==> src/rtl/uart_rx_oversampled.sv <==
// UART 8N1-style receiver driven by a 16x oversampling tick.
// Samples each bit at mid-point, LSB first, flags a low stop bit.
module uart_rx_oversampled #(
    parameter int DBIT    = 8,
    parameter int SB_TICK = 16
) (
    input  logic            clk,
    input  logic            reset,
    input  logic            rx,
    input  logic            s_tick,
    output logic [DBIT-1:0] dout,
    output logic            rx_done_tick,
    output logic            frame_err
);

    localparam int SW = (SB_TICK > 16) ? $clog2(SB_TICK) : 4;
    localparam int NW = (DBIT > 1) ? $clog2(DBIT) : 1;

    typedef enum logic [1:0] {
        IDLE,
        START,
        DATA,
        STOP
    } state_t;

    state_t          state_q;
    state_t          state_d;
    logic [SW-1:0]   s_q;
    logic [SW-1:0]   s_d;
    logic [NW-1:0]   n_q;
    logic [NW-1:0]   n_d;
    logic [DBIT-1:0] sh_q;
    logic [DBIT-1:0] sh_d;
    logic [DBIT-1:0] dout_d;
    logic            ferr_d;
    logic            done_d;
    logic            rx_meta;
    logic            rx_s;

    // Idle-high line, so both sync stages reset to 1.
    always_ff @(posedge clk) begin
        if (reset) begin
            rx_meta <= 1'b1;
            rx_s    <= 1'b1;
        end else begin
            rx_meta <= rx;
            rx_s    <= rx_meta;
        end
    end

    always_ff @(posedge clk) begin
        if (reset) begin
            state_q      <= IDLE;
            s_q          <= '0;
            n_q          <= '0;
            sh_q         <= '0;
            dout         <= '0;
            frame_err    <= 1'b0;
            rx_done_tick <= 1'b0;
        end else begin
            state_q      <= state_d;
            s_q          <= s_d;
            n_q          <= n_d;
            sh_q         <= sh_d;
            dout         <= dout_d;
            frame_err    <= ferr_d;
            rx_done_tick <= done_d;
        end
    end

    always_comb begin
        state_d = state_q;
        s_d     = s_q;
        n_d     = n_q;
        sh_d    = sh_q;
        dout_d  = dout;
        ferr_d  = frame_err;
        done_d  = 1'b0;
        unique case (state_q)
            IDLE: begin
                if (!rx_s) begin
                    state_d = START;
                    s_d     = '0;
                end
            end
            START: begin
                if (s_tick) begin
                    if (s_q == SW'(7)) begin
                        if (!rx_s) begin
                            state_d = DATA;
                            s_d     = '0;
                            n_d     = '0;
                        end else begin
                            state_d = IDLE;
                        end
                    end else begin
                        s_d = s_q + 1'b1;
                    end
                end
            end
            DATA: begin
                if (s_tick) begin
                    if (s_q == SW'(15)) begin
                        s_d  = '0;
                        sh_d = {rx_s, sh_q[DBIT-1:1]};
                        if (n_q == NW'(DBIT - 1)) begin
                            state_d = STOP;
                        end else begin
                            n_d = n_q + 1'b1;
                        end
                    end else begin
                        s_d = s_q + 1'b1;
                    end
                end
            end
            STOP: begin
                if (s_tick) begin
                    if (s_q == SW'(SB_TICK - 1)) begin
                        dout_d  = sh_q;
                        ferr_d  = ~rx_s;
                        done_d  = 1'b1;
                        state_d = IDLE;
                    end else begin
                        s_d = s_q + 1'b1;
                    end
                end
            end
            default: state_d = IDLE;
        endcase
    end

endmodule

==> config.mk <==
export PLATFORM = sky130hd
export DESIGN_NAME = uart_rx_oversampled
export DESIGN_NICKNAME = d
export VERILOG_FILES = /design/src/rtl/uart_rx_oversampled.sv
export SDC_FILE = /design/constraint.sdc
export NUM_CORES = 1
export LEC_CHECK = 0
export CAP_MARGIN = 5
export CORE_UTILIZATION = 35
export CTS_CLUSTER_SIZE = 30
export DETAILED_ROUTE_END_ITERATION = 10
export PLACE_DENSITY = 0.56
export RECOVER_POWER = 25
export REMOVE_ABC_BUFFERS = 1
export SKIP_CTS_REPAIR_TIMING = 1
export SYNTH_ARGS = -nofsm -noshare
export SYNTH_HDL_FRONTEND = slang
export SYNTH_SLANG_ARGS = --single-unit
==> constraint.sdc <==
create_clock -name clk -period 5.1 [get_ports clk]
set_clock_uncertainty 0.15 [all_clocks]
set_input_delay 1.02 -clock clk [delete_from_list [all_inputs] [get_ports clk]]
set_output_delay 1.02 -clock clk [all_outputs]
set_load 0.02 [all_outputs]
==> impl_metrics.py <==
metrics = {
    "drt": {
        "avgViaCountPerCell": 4.79,
        "wl_per_cell_um": 11.6,
        "first_pass_iters": 4,
        "drc": 0,
        "wl_mm": 2.27,
        "ant_nets": 0,
        "vias": 934,
        "drt_iter0_markers": 77,
    },
    "grt": {
        "grt-ovfl-total": 0,
        "grt_first_pass_wirelength_mm": 3.95,
        "first_global_vias": 874,
        "antenna_found_initial": 0,
        "grt.total_usage": 0.129,
        "grt_max_degree": 31,
    },
    "sta": {
        "hold_viol": 0,
        "rsz0062_at_grt": "false",
        "fin_setup_tns_ps": 0,
        "finalSetupViolCount": 0,
        "worstMarginPinSlew_ps": 974,
        "relSlewSlack": 0.349,
        "finalCritPeriodShare": 0.489,
        "post-route-min-period_ps": 2490,
        "slew_violations": 0,
        "fmax_ghz": 0.401,
    },
    "logic_synthesis": {
        "syn_area_per_cell_um2": 9.61,
        "yosysUniqueCellTypes": 34,
        "ys_ff_latch": 29,
        "seq_area_frac_synth": 0.447,
        "synth-edff-count": 0,
        "yosysTopAreaCell": "dfxtp_1",
        "synth_top_area_share": 0.447,
        "ys_warn_count": 0,
        "synth_ff_type": "dfxtp_1",
        "netlist_instances": 135,
        "synthTopCellsByArea": "dfxtp_1 45%, mux2i_1 15%, nor2_1 6.7%, nor2_8 3.1%, ha_1 2.9%",
        "netlist_area_mm2": 0.00130,
        "ys_async_sr_fraction": 0,
    },
    "layout": {
        "fin_nets": 155,
        "n_antenna_cell": 0,
        "fin_area_mm2": 0.00152,
        "nFillCells": 350,
        "utilization": 0.443,
        "area_growth_pct": 17.5,
        "layout_common_cells": "29 x dfxtp_1, 23 x nor2_1, 19 x mux2i_1",
        "final_common_cell": "dfxtp_1",
        "drive_gt1_frac": 0.107,
    },
    "placement": {
        "post-dp-hpwl_mm": 1.51,
        "gp_congestion": 0.742,
        "portBuffers": 13,
        "place_area_mm2": 0.00144,
    },
    "cts": {
        "tritoncts": "yes",
        "insertion_delay_ps": 280,
        "htree_num_levels": 2,
        "cts_buffers": 5,
        "cts_root_buffer": "clkbuf_8",
        "clk_transition_reported_paths_ps": 60,
        "clk_path_buf_depth": 2,
        "cts_sinks": 29,
    },
    "worst_setup_path": {
        "cp-start-kind": "input port",
        "rr_worst_depth": 5,
        "critical_path_peak_fanout": 9,
        "worstPathRequired_ps": 5070,
        "crit_path_end_kind": "flip-flop",
        "arrival_ps": 2470,
        "timing_worst_setup_path_type": "input port to flip-flop",
    },
    "floorplan": {
        "die_y_um": 62.9,
        "start_util": 0.377,
        "fp.dieW_um": 62.9,
        "dieArea_mm2": 0.00395,
        "core_mm2": 0.00344,
        "io-pin-count": 14,
        "rows": 21,
    },
    "job": {
        "drv_cap": 0,
    },
    "min_path": {
        "hold_depth": 1,
        "min_path_type": "flip-flop to flip-flop",
    },
    "outcome": {
        "status": "completed",
    },
    "pwr": {
        "ir_drop_mv": 0.154,
        "power_leakage_nw": 0.591,
        "power_density_mw_per_mm2": 275,
    },
}
cells by family after synthesis:
| logic type | synth area share |
|---|---|
| AO/OA/AOI/OAI | 0.0849 |
| adder cells (fa/ha/maj) | 0.0289 |
| multiplexers | 0.147 |
| AND/OR/NAND/NOR | 0.234 |
| XOR/XNOR | 0.00675 |
| buffers and inverters | 0.0511 |
| flip-flops | 0.447 |
cell type report:
class	count	area [um2]	share of cell area
multi-input combinational	93	651	0.427
sequential	29	581	0.381
timing repair buffer	13	130	0.0854
clock buffer	6	72.6	0.0476
tap	46	57.6	0.0378
inverter	6	22.5	0.0148
clock inverter	2	10.0	0.00657
synthesized netlist by cell type (all sizes together) (2+ instances only):
library cell and instances:
a21oi 4, or3 3, or2 2, nor3 5, buf 5, nor3b 2
clkbuf 2, ha 3, inv 6, o21ai 6, nand2 7, o211ai 2
dfxtp 29, nand3 3, mux2i 19, nor2 25
worst max-delay path, stage by stage:
cell	delay, ps
clkdlybuf4s50_1	640
nand4_4	240
nor2_8	290
mux2i_1	220
nor2_1	50
flip-flops by register name (all words and copies together) (netlist names), named ones only:
signal        count
n_q               3
s_q               4
rx_meta           1
rx_s              1
rx_done_tick      1
sh_q              8
dout              8
state_q           1
frame_err         1
final timing paths:
kind | from | endpoint | slack [ps]
setup / recovery | s_tick | dout[0] | 2610
hold / removal | rx_meta | rx_s | 260
setup reg to reg | s_q[0] | dout[0] | 3270
hold reg to reg | rx_meta | rx_s | 260
metrics by stage:
step / hold slack [ps] / worst slack, ps / total power, mW / std cells
floorplan: 239 / 3160 / 0.239 / 128
global placement: 248 / 2350 / 0.247 / 187
detailed placement: 244 / 2320 / 0.247 / 187
CTS: 259 / 2600 / 0.431 / 195
global route: 270 / 2510 / 0.441 / 195
finish: 257 / 2610 / 0.420 / 195
power breakdown:
| group | total (mW) | internal [mW] | leakage (nW) | switching (mW) |
|---|---|---|---|---|
| Combinational | 0.0113 | 0.00471 | 0.312 | 0.00660 |
| Sequential | 0.230 | 0.228 | 0.234 | 0.00236 |
| Clock | 0.178 | 0.0942 | 0.0450 | 0.0836 |
| Total | 0.420 | 0.327 | 0.591 | 0.0926 |
routing by layer:
layer | global-route usage | wire (um) | part of all wire | vias to the layer above
met1 | 0.158 | 1100 | 0.48 | 425
met3 | 0.0511 | 94 | 0.041 | 5
met2 | 0.196 | 1040 | 0.46 | 19
li1 | - | - | - | 485
met5 | 0 | 0 | 0 | -
met4 | 0.0610 | 36 | 0.016 | 0
No activity file was read; power rests on OpenSTA's default activity.
